==> src/rtl/disp_arbiter.sv <==
// disp_arbiter: round-robin share of one bin2bcd converter, 4-digit mux display.
// Optional DISP_LZ_BLANK_EN blanks leading zeros on hundreds/tens digits.
module disp_arbiter #(
  parameter int HOLD_CYC    = 25_000_000,
  parameter int REFRESH_DIV = 50_000
) (
  input  logic       clk,
  input  logic       rst_n,
  input  logic [2:0] req,
  input  logic [9:0] din0,
  input  logic [9:0] din1,
  input  logic [9:0] din2,
  output logic [2:0] ack,
  output logic [9:0] bin,
  input  logic [3:0] bcd2,
  input  logic [3:0] bcd1,
  input  logic [3:0] bcd0,
  input  logic       neg,
  output logic       busy,
  output logic [1:0] src,
  output logic [3:0] an,
  output logic [6:0] seg
);

  localparam int HW = (HOLD_CYC > 1) ? $clog2(HOLD_CYC) : 1;
  localparam int RW = (REFRESH_DIV > 1) ? $clog2(REFRESH_DIV) : 1;

  localparam logic [HW-1:0] HOLD_LAST = HW'(HOLD_CYC - 1);
  localparam logic [RW-1:0] REF_LAST  = RW'(REFRESH_DIV - 1);

  localparam logic [1:0] S_IDLE = 2'd0;
  localparam logic [1:0] S_CONV = 2'd1;
  localparam logic [1:0] S_HOLD = 2'd2;

  localparam logic [6:0] SEG_BLANK = 7'b1111111;
  localparam logic [6:0] SEG_MINUS = 7'b1111110;

  logic [1:0]    state;
  logic [1:0]    last_grant;
  logic [1:0]    grant;
  logic [1:0]    win;
  logic [9:0]    win_din;
  logic [HW-1:0] hold_cnt;
  logic [RW-1:0] ref_cnt;
  logic [1:0]    dig;
  logic [3:0]    d2;
  logic [3:0]    d1;
  logic [3:0]    d0;
  logic          dneg;
  logic [3:0]    nib;
  logic          blank;
  logic [6:0]    seg_nxt;

  function automatic logic [6:0] hex7(input logic [3:0] n);
    logic [6:0] s;
    case (n)
      4'h0:    s = 7'b0000001;
      4'h1:    s = 7'b1001111;
      4'h2:    s = 7'b0010010;
      4'h3:    s = 7'b0000110;
      4'h4:    s = 7'b1001100;
      4'h5:    s = 7'b0100100;
      4'h6:    s = 7'b0100000;
      4'h7:    s = 7'b0001111;
      4'h8:    s = 7'b0000000;
      4'h9:    s = 7'b0000100;
      4'hA:    s = 7'b0001000;
      4'hB:    s = 7'b1100000;
      4'hC:    s = 7'b0110001;
      4'hD:    s = 7'b1000010;
      4'hE:    s = 7'b0110000;
      default: s = 7'b0111000;
    endcase
    return s;
  endfunction

  assign busy = (state != S_IDLE);

  // round-robin pick: search starts one past the last granted source
  always_comb begin
    win = 2'd0;
    unique case (last_grant)
      2'd0:
        win = req[1] ? 2'd1 :
              req[2] ? 2'd2 : 2'd0;
      2'd1:
        win = req[2] ? 2'd2 :
              req[0] ? 2'd0 : 2'd1;
      default:
        win = req[0] ? 2'd0 :
              req[1] ? 2'd1 : 2'd2;
    endcase
  end

  // value of the winning source
  always_comb begin
    win_din = din0;
    case (win)
      2'd0:    win_din = din0;
      2'd1:    win_din = din1;
      default: win_din = din2;
    endcase
  end

  // grant / settle / hold sequencer and converter capture
  always_ff @(posedge clk or negedge rst_n) begin
    if (!rst_n) begin
      state      <= S_IDLE;
      last_grant <= 2'd2;
      grant      <= 2'd0;
      ack        <= 3'b000;
      bin        <= 10'd0;
      src        <= 2'd0;
      hold_cnt   <= '0;
      d2         <= 4'd0;
      d1         <= 4'd0;
      d0         <= 4'd0;
      dneg       <= 1'b0;
    end else begin
      ack <= 3'b000;
      unique case (state)
        S_IDLE: begin
          if (|req) begin
            bin        <= win_din;
            ack        <= 3'b001 << win;
            grant      <= win;
            last_grant <= win;
            state      <= S_CONV;
          end
        end
        S_CONV: begin
          d2       <= bcd2;
          d1       <= bcd1;
          d0       <= bcd0;
          dneg     <= neg;
          src      <= grant;
          hold_cnt <= '0;
          state    <= S_HOLD;
        end
        S_HOLD: begin
          hold_cnt <= hold_cnt + 1'b1;
          if (hold_cnt == HOLD_LAST)
            state <= S_IDLE;
        end
        default: state <= S_IDLE;
      endcase
    end
  end

  // digit scan timer, free-running regardless of the sequencer
  always_ff @(posedge clk or negedge rst_n) begin
    if (!rst_n) begin
      ref_cnt <= '0;
      dig     <= 2'd0;
    end else if (ref_cnt == REF_LAST) begin
      ref_cnt <= '0;
      dig     <= dig + 1'b1;
    end else begin
      ref_cnt <= ref_cnt + 1'b1;
    end
  end

  // pick nibble and leading-zero blanking for the scanned digit
  always_comb begin
    nib   = d0;
    blank = 1'b0;
    case (dig)
      2'd2: begin
        nib = d2;
`ifdef DISP_LZ_BLANK_EN
        blank = (d2 == 4'd0);
`endif
      end
      2'd1: begin
        nib = d1;
`ifdef DISP_LZ_BLANK_EN
        blank = (d2 == 4'd0) && (d1 == 4'd0);
`endif
      end
      default: nib = d0;
    endcase
  end

  // segment pattern for the scanned digit
  always_comb begin
    seg_nxt = SEG_BLANK;
    if (dig == 2'd3)
      seg_nxt = dneg ? SEG_MINUS : SEG_BLANK;
    else if (blank)
      seg_nxt = SEG_BLANK;
    else
      seg_nxt = hex7(nib);
  end

  // registered anode/segment drive, one cycle behind dig
  always_ff @(posedge clk or negedge rst_n) begin
    if (!rst_n) begin
      an  <= 4'b1111;
      seg <= SEG_BLANK;
    end else begin
      an  <= ~(4'b0001 << dig);
      seg <= seg_nxt;
    end
  end

endmodule
==> config.mk <==
export PLATFORM = sky130hd
export DESIGN_NAME = disp_arbiter
export DESIGN_NICKNAME = d
export VERILOG_FILES = /design/src/rtl/disp_arbiter.sv
export SDC_FILE = /design/constraint.sdc
export NUM_CORES = 1
export LEC_CHECK = 0
export ABC_AREA = 1
export BUFFER_PORTS_ARGS = -buffer_cell sky130_fd_sc_hd__buf_2
export CAP_MARGIN = 10
export CORE_ASPECT_RATIO = 2
export CORE_UTILIZATION = 30
export DETAILED_ROUTE_END_ITERATION = 7
export HOLD_SLACK_MARGIN = 0.06
export PLACE_DENSITY = 0.55
export SYNTH_ARGS = -nofsm -noshare
export SYNTH_HDL_FRONTEND = slang
export SYNTH_SLANG_ARGS = --single-unit
==> constraint.sdc <==
create_clock -name clk -period 2.3 [get_ports clk]
set_input_delay 0.46 -clock clk [delete_from_list [all_inputs] [get_ports clk]]
set_output_delay 0.46 -clock clk [all_outputs]
set_load 0.01 [all_outputs]
==> results.md <==
* Seq cells post-synth at 87
* Port buffer count at 74
* Placer Congestion at slightly above 0.8
* Row Count at 63
* Measured slew at the worst slew-check pin at a little over 0.7 ns
* DIE WIDTH at 89.81 um
* Sequential fraction of the synthesis area at a little under half
* Async S/R FF share, synth at 100.0%
* Crit path time final at 1.910 ns
* Clock power share at 27.8%
* Sequential Power Share at a little over a third
* Num CTS Buffers at 9
* Max IR drop VDD at 0.0005015 V
* Final WL at 10.52 mm
* Hold WC Path Type: in2reg
* Reported max-cap violation count at 0
* # Post-CTS Setup Buffers at 0
* DRC at 0
* Die Span Y at about 180 um
* PwrDens at 1064 nW/um2
* CTS clk-pin slew, worst paths at around 0.06 ns
* CTS tree: yes
* Pin count of the biggest net entering global routing at 46
* DR pass1 iterations at 4
* Layout cells sized above 1 at 22.50%
* Max FO, Critical Path at 6
* Hold Vio Cnt, Final at 0
* Slew Limit Fails at 0
* Top delay family on crit path: adder cells
* Synth area leaders: dfrtp_1 41%, nand2_1 12%, dfstp_2 6.8%
* Via density at about 4.6
* Top cells by count, synth: 145 x nand2_1, 77 x inv_1, 75 x dfrtp_1, 73 x nor2_1, 45 x nand3_1
* Worst-path cell chain: inv_1 > ha_1 > inv_2 > nand2_1 > nand2_1 > inv_1 > ha_1 > nand3_1 > a21oi_1 > nand2_1 > o21ai_0
* Mapped Area at 4626 um2
* Clock H-tree levels at 3
* Core area at 14980 um2
* Final Cycle Share at 83.02%
* Post-detail-place hpwl at 8.225 mm
* Root Buffer: clkbuf_16
* Switching power at between 2 and 2.5 mW
* Most frequent cell after synthesis: nand2_1
* Relative slew slack at 51.88%
* Crit-path max cell delay at between 0.3 and 0.4 ns
* DRT iter0 DRCs at 191
* Mapped Cells at a little under 600
* Peak Freq at 523.7 MHz
* Synth area leader: dfrtp_1
* Area grow syn2layout at 21.45%
* # diodes at 0
* Crit path buf inv count at 3
* Final net count at 730
* Global-route wire length before repair at roughly 18 mm
* Cts repair resizes at 0
* Switching share of power at 35.18%
* Worst Path Required at roughly 2.6 ns
* Die area at between 15000 and 20000 um2
* Congestion Overflow GR at 0
* CP most frequent cell: nand2_1
* Ys flop type: dfrtp_1
* Longest Clk Path Bufs at 2
* Critical path type: reg2reg
* Skew-Pair Late Insertion Delay at 0.34 ns
* Final ANT Viol Nets at 0
* Clk_skew at approximately 0.0075 ns
* Gate power share at a little under two fifths
* Ports at 75
* Starting Density at about 30%
* Clock sink count at 87
* Number of enable flip-flop cells after synthesis at 0
* Startpoint Class: flop
* Via count at 3995
* Initial antenna violation count at 0
* Outcome: finished clean
* Yosys top cell area share at between 40% and 50%
* GRT Util Overall at approximately 14%
* Setup-failing EPs final at 0
* CP arrival at 2.17 ns
* Worst setup EP type: flop
* YS warnings at 0
* Unrepaired setup endpoints after global routing: false
* Number of global-route vias before repair at approximately 4200
* Internal power at between 3 and 4 mW
* Number of distinct library cells after synthesis at 31
* DR WL/cell at approximately 12 um
* Leakage power at approximately 2.8 nW
* Sum Neg Setup Slack at 0 ns
* Mean Syn Cell Area at between 7 and 8 um2
* Crit-path slowest cell: ha_1
* Syn Nets at between 600 and 700
* Core Util, Final at around 38%
-- power groups by stage --
| stage | logic [mW] | registers [mW] | clock network [mW] |
|---|---|---|---|
| 2_1_floorplan | 1.45 | 2.20 | 0 |
| 4_1_cts | 2.24 | 2.13 | 1.71 |
| 3_3_place_gp | 2.17 | 2.14 | 0 |
| 5_1_grt | 2.49 | 2.16 | 1.77 |
| 6_report | 2.19 | 2.12 | 1.66 |
| 3_5_place_dp | 2.23 | 2.15 | 0 |
-- cell usage in the layout, fill, tap and decap left out, drive strengths merged, types with 2 or more instances in the layout --
cell type / count
nand3: 48
o21ai: 22
a31oi: 4
ha: 16
buf: 80
bufinv: 3
nor3: 13
a21oi: 26
nor2: 79
clkbuf: 11
nand2: 154
or2: 6
clkinv: 2
dfrtp: 75
mux2: 11
dfstp: 12
o21bai: 2
nand4: 12
inv: 84
xor2: 6
o211ai: 2
-- per-layer routing --
metal | share of wire, % | wire length (um) | track usage, %
met1 | 37 | 3916 | 13.83
met2 | 56 | 5862 | 27.56
met3 | 3.3 | 345 | 2.828
met4 | 3.8 | 398 | 8.128
met5 | 0 | 0 | 0
-- worst paths after layout --
check                             start           end  slack (ns)  cells past startpoint
worst max-delay path             dig[0]        seg[0]        0.39                     11
worst min-delay path            din0[4]        bin[4]        0.34                      3
worst max register to register   dig[0]        seg[0]        0.39                     11
worst min register to register     dneg        seg[0]        0.43                      1
max in group asynchronous         rst_n        seg[5]        1.10                      3
min in group asynchronous         rst_n  hold_cnt[11]        0.54                      2
-- registers in the layout, indices dropped and copies added, names as in the netlist, 3 cells and up --
signal,flops
seg,7
ack,3
hold_cnt,25
ref_cnt,16
d1,4
d0,4
d2,4
bin,10
an,4
-- worst reg2reg max path, stage by stage, from the launching register on --
cell and delay (ns):
dfrtp_1 0.38, inv_1 0.10, ha_1 0.39, inv_2 0.09
nand2_1 0.07, nand2_1 0.09, inv_1 0.18, ha_1 0.19
nand3_1 0.07, a21oi_1 0.14, nand2_1 0.06, o21ai_0 0.07
-- layout make-up --
| type | count | area (um2) |
|---|---|---|
| clock buffer | 11 | 232.7 |
| clock inverter | 5 | 107.6 |
| fill | 1567 | 9359 |
| inverter | 84 | 315.3 |
| multi-input combinational | 403 | 2073 |
| sequential | 87 | 2192 |
| tap | 195 | 244.0 |
| timing repair buffer | 81 | 452.9 |
-- stage by stage --
stage	setup WS, ns	cell area (um2)	power [mW]	hold WS (ns)	instances
floorplan	0.5814	4626	3.658	0.1644	582
global placement	0.4795	5268	4.301	0.3540	849
detailed placement	0.3943	5268	4.373	0.3563	849
CTS	0.3738	5618	6.075	0.3244	866
global route	0.1519	5618	6.429	0.3379	866
finish	0.3905	5618	5.977	0.3389	866
-- cell families (layout without fill, tap and decap cells) --
family / after synthesis / count (layout) / synth area share, %
mux: 11 / 11 / 2.678
buf+inv: 92 / 181 / 7.790
xor+xnor: 6 / 6 / 1.136
compound gates: 57 / 57 / 6.789
simple gates: 313 / 313 / 29.89
fa+ha+maj: 16 / 16 / 4.328
flops: 87 / 87 / 47.39
-- repair_timing --
action | CTS | global route
hold buffers | 1 | 0
hold endpoints to repair | 16 | 0
setup endpoints to repair | 0 | 0
No activity file was read; power rests on OpenSTA's default activity.
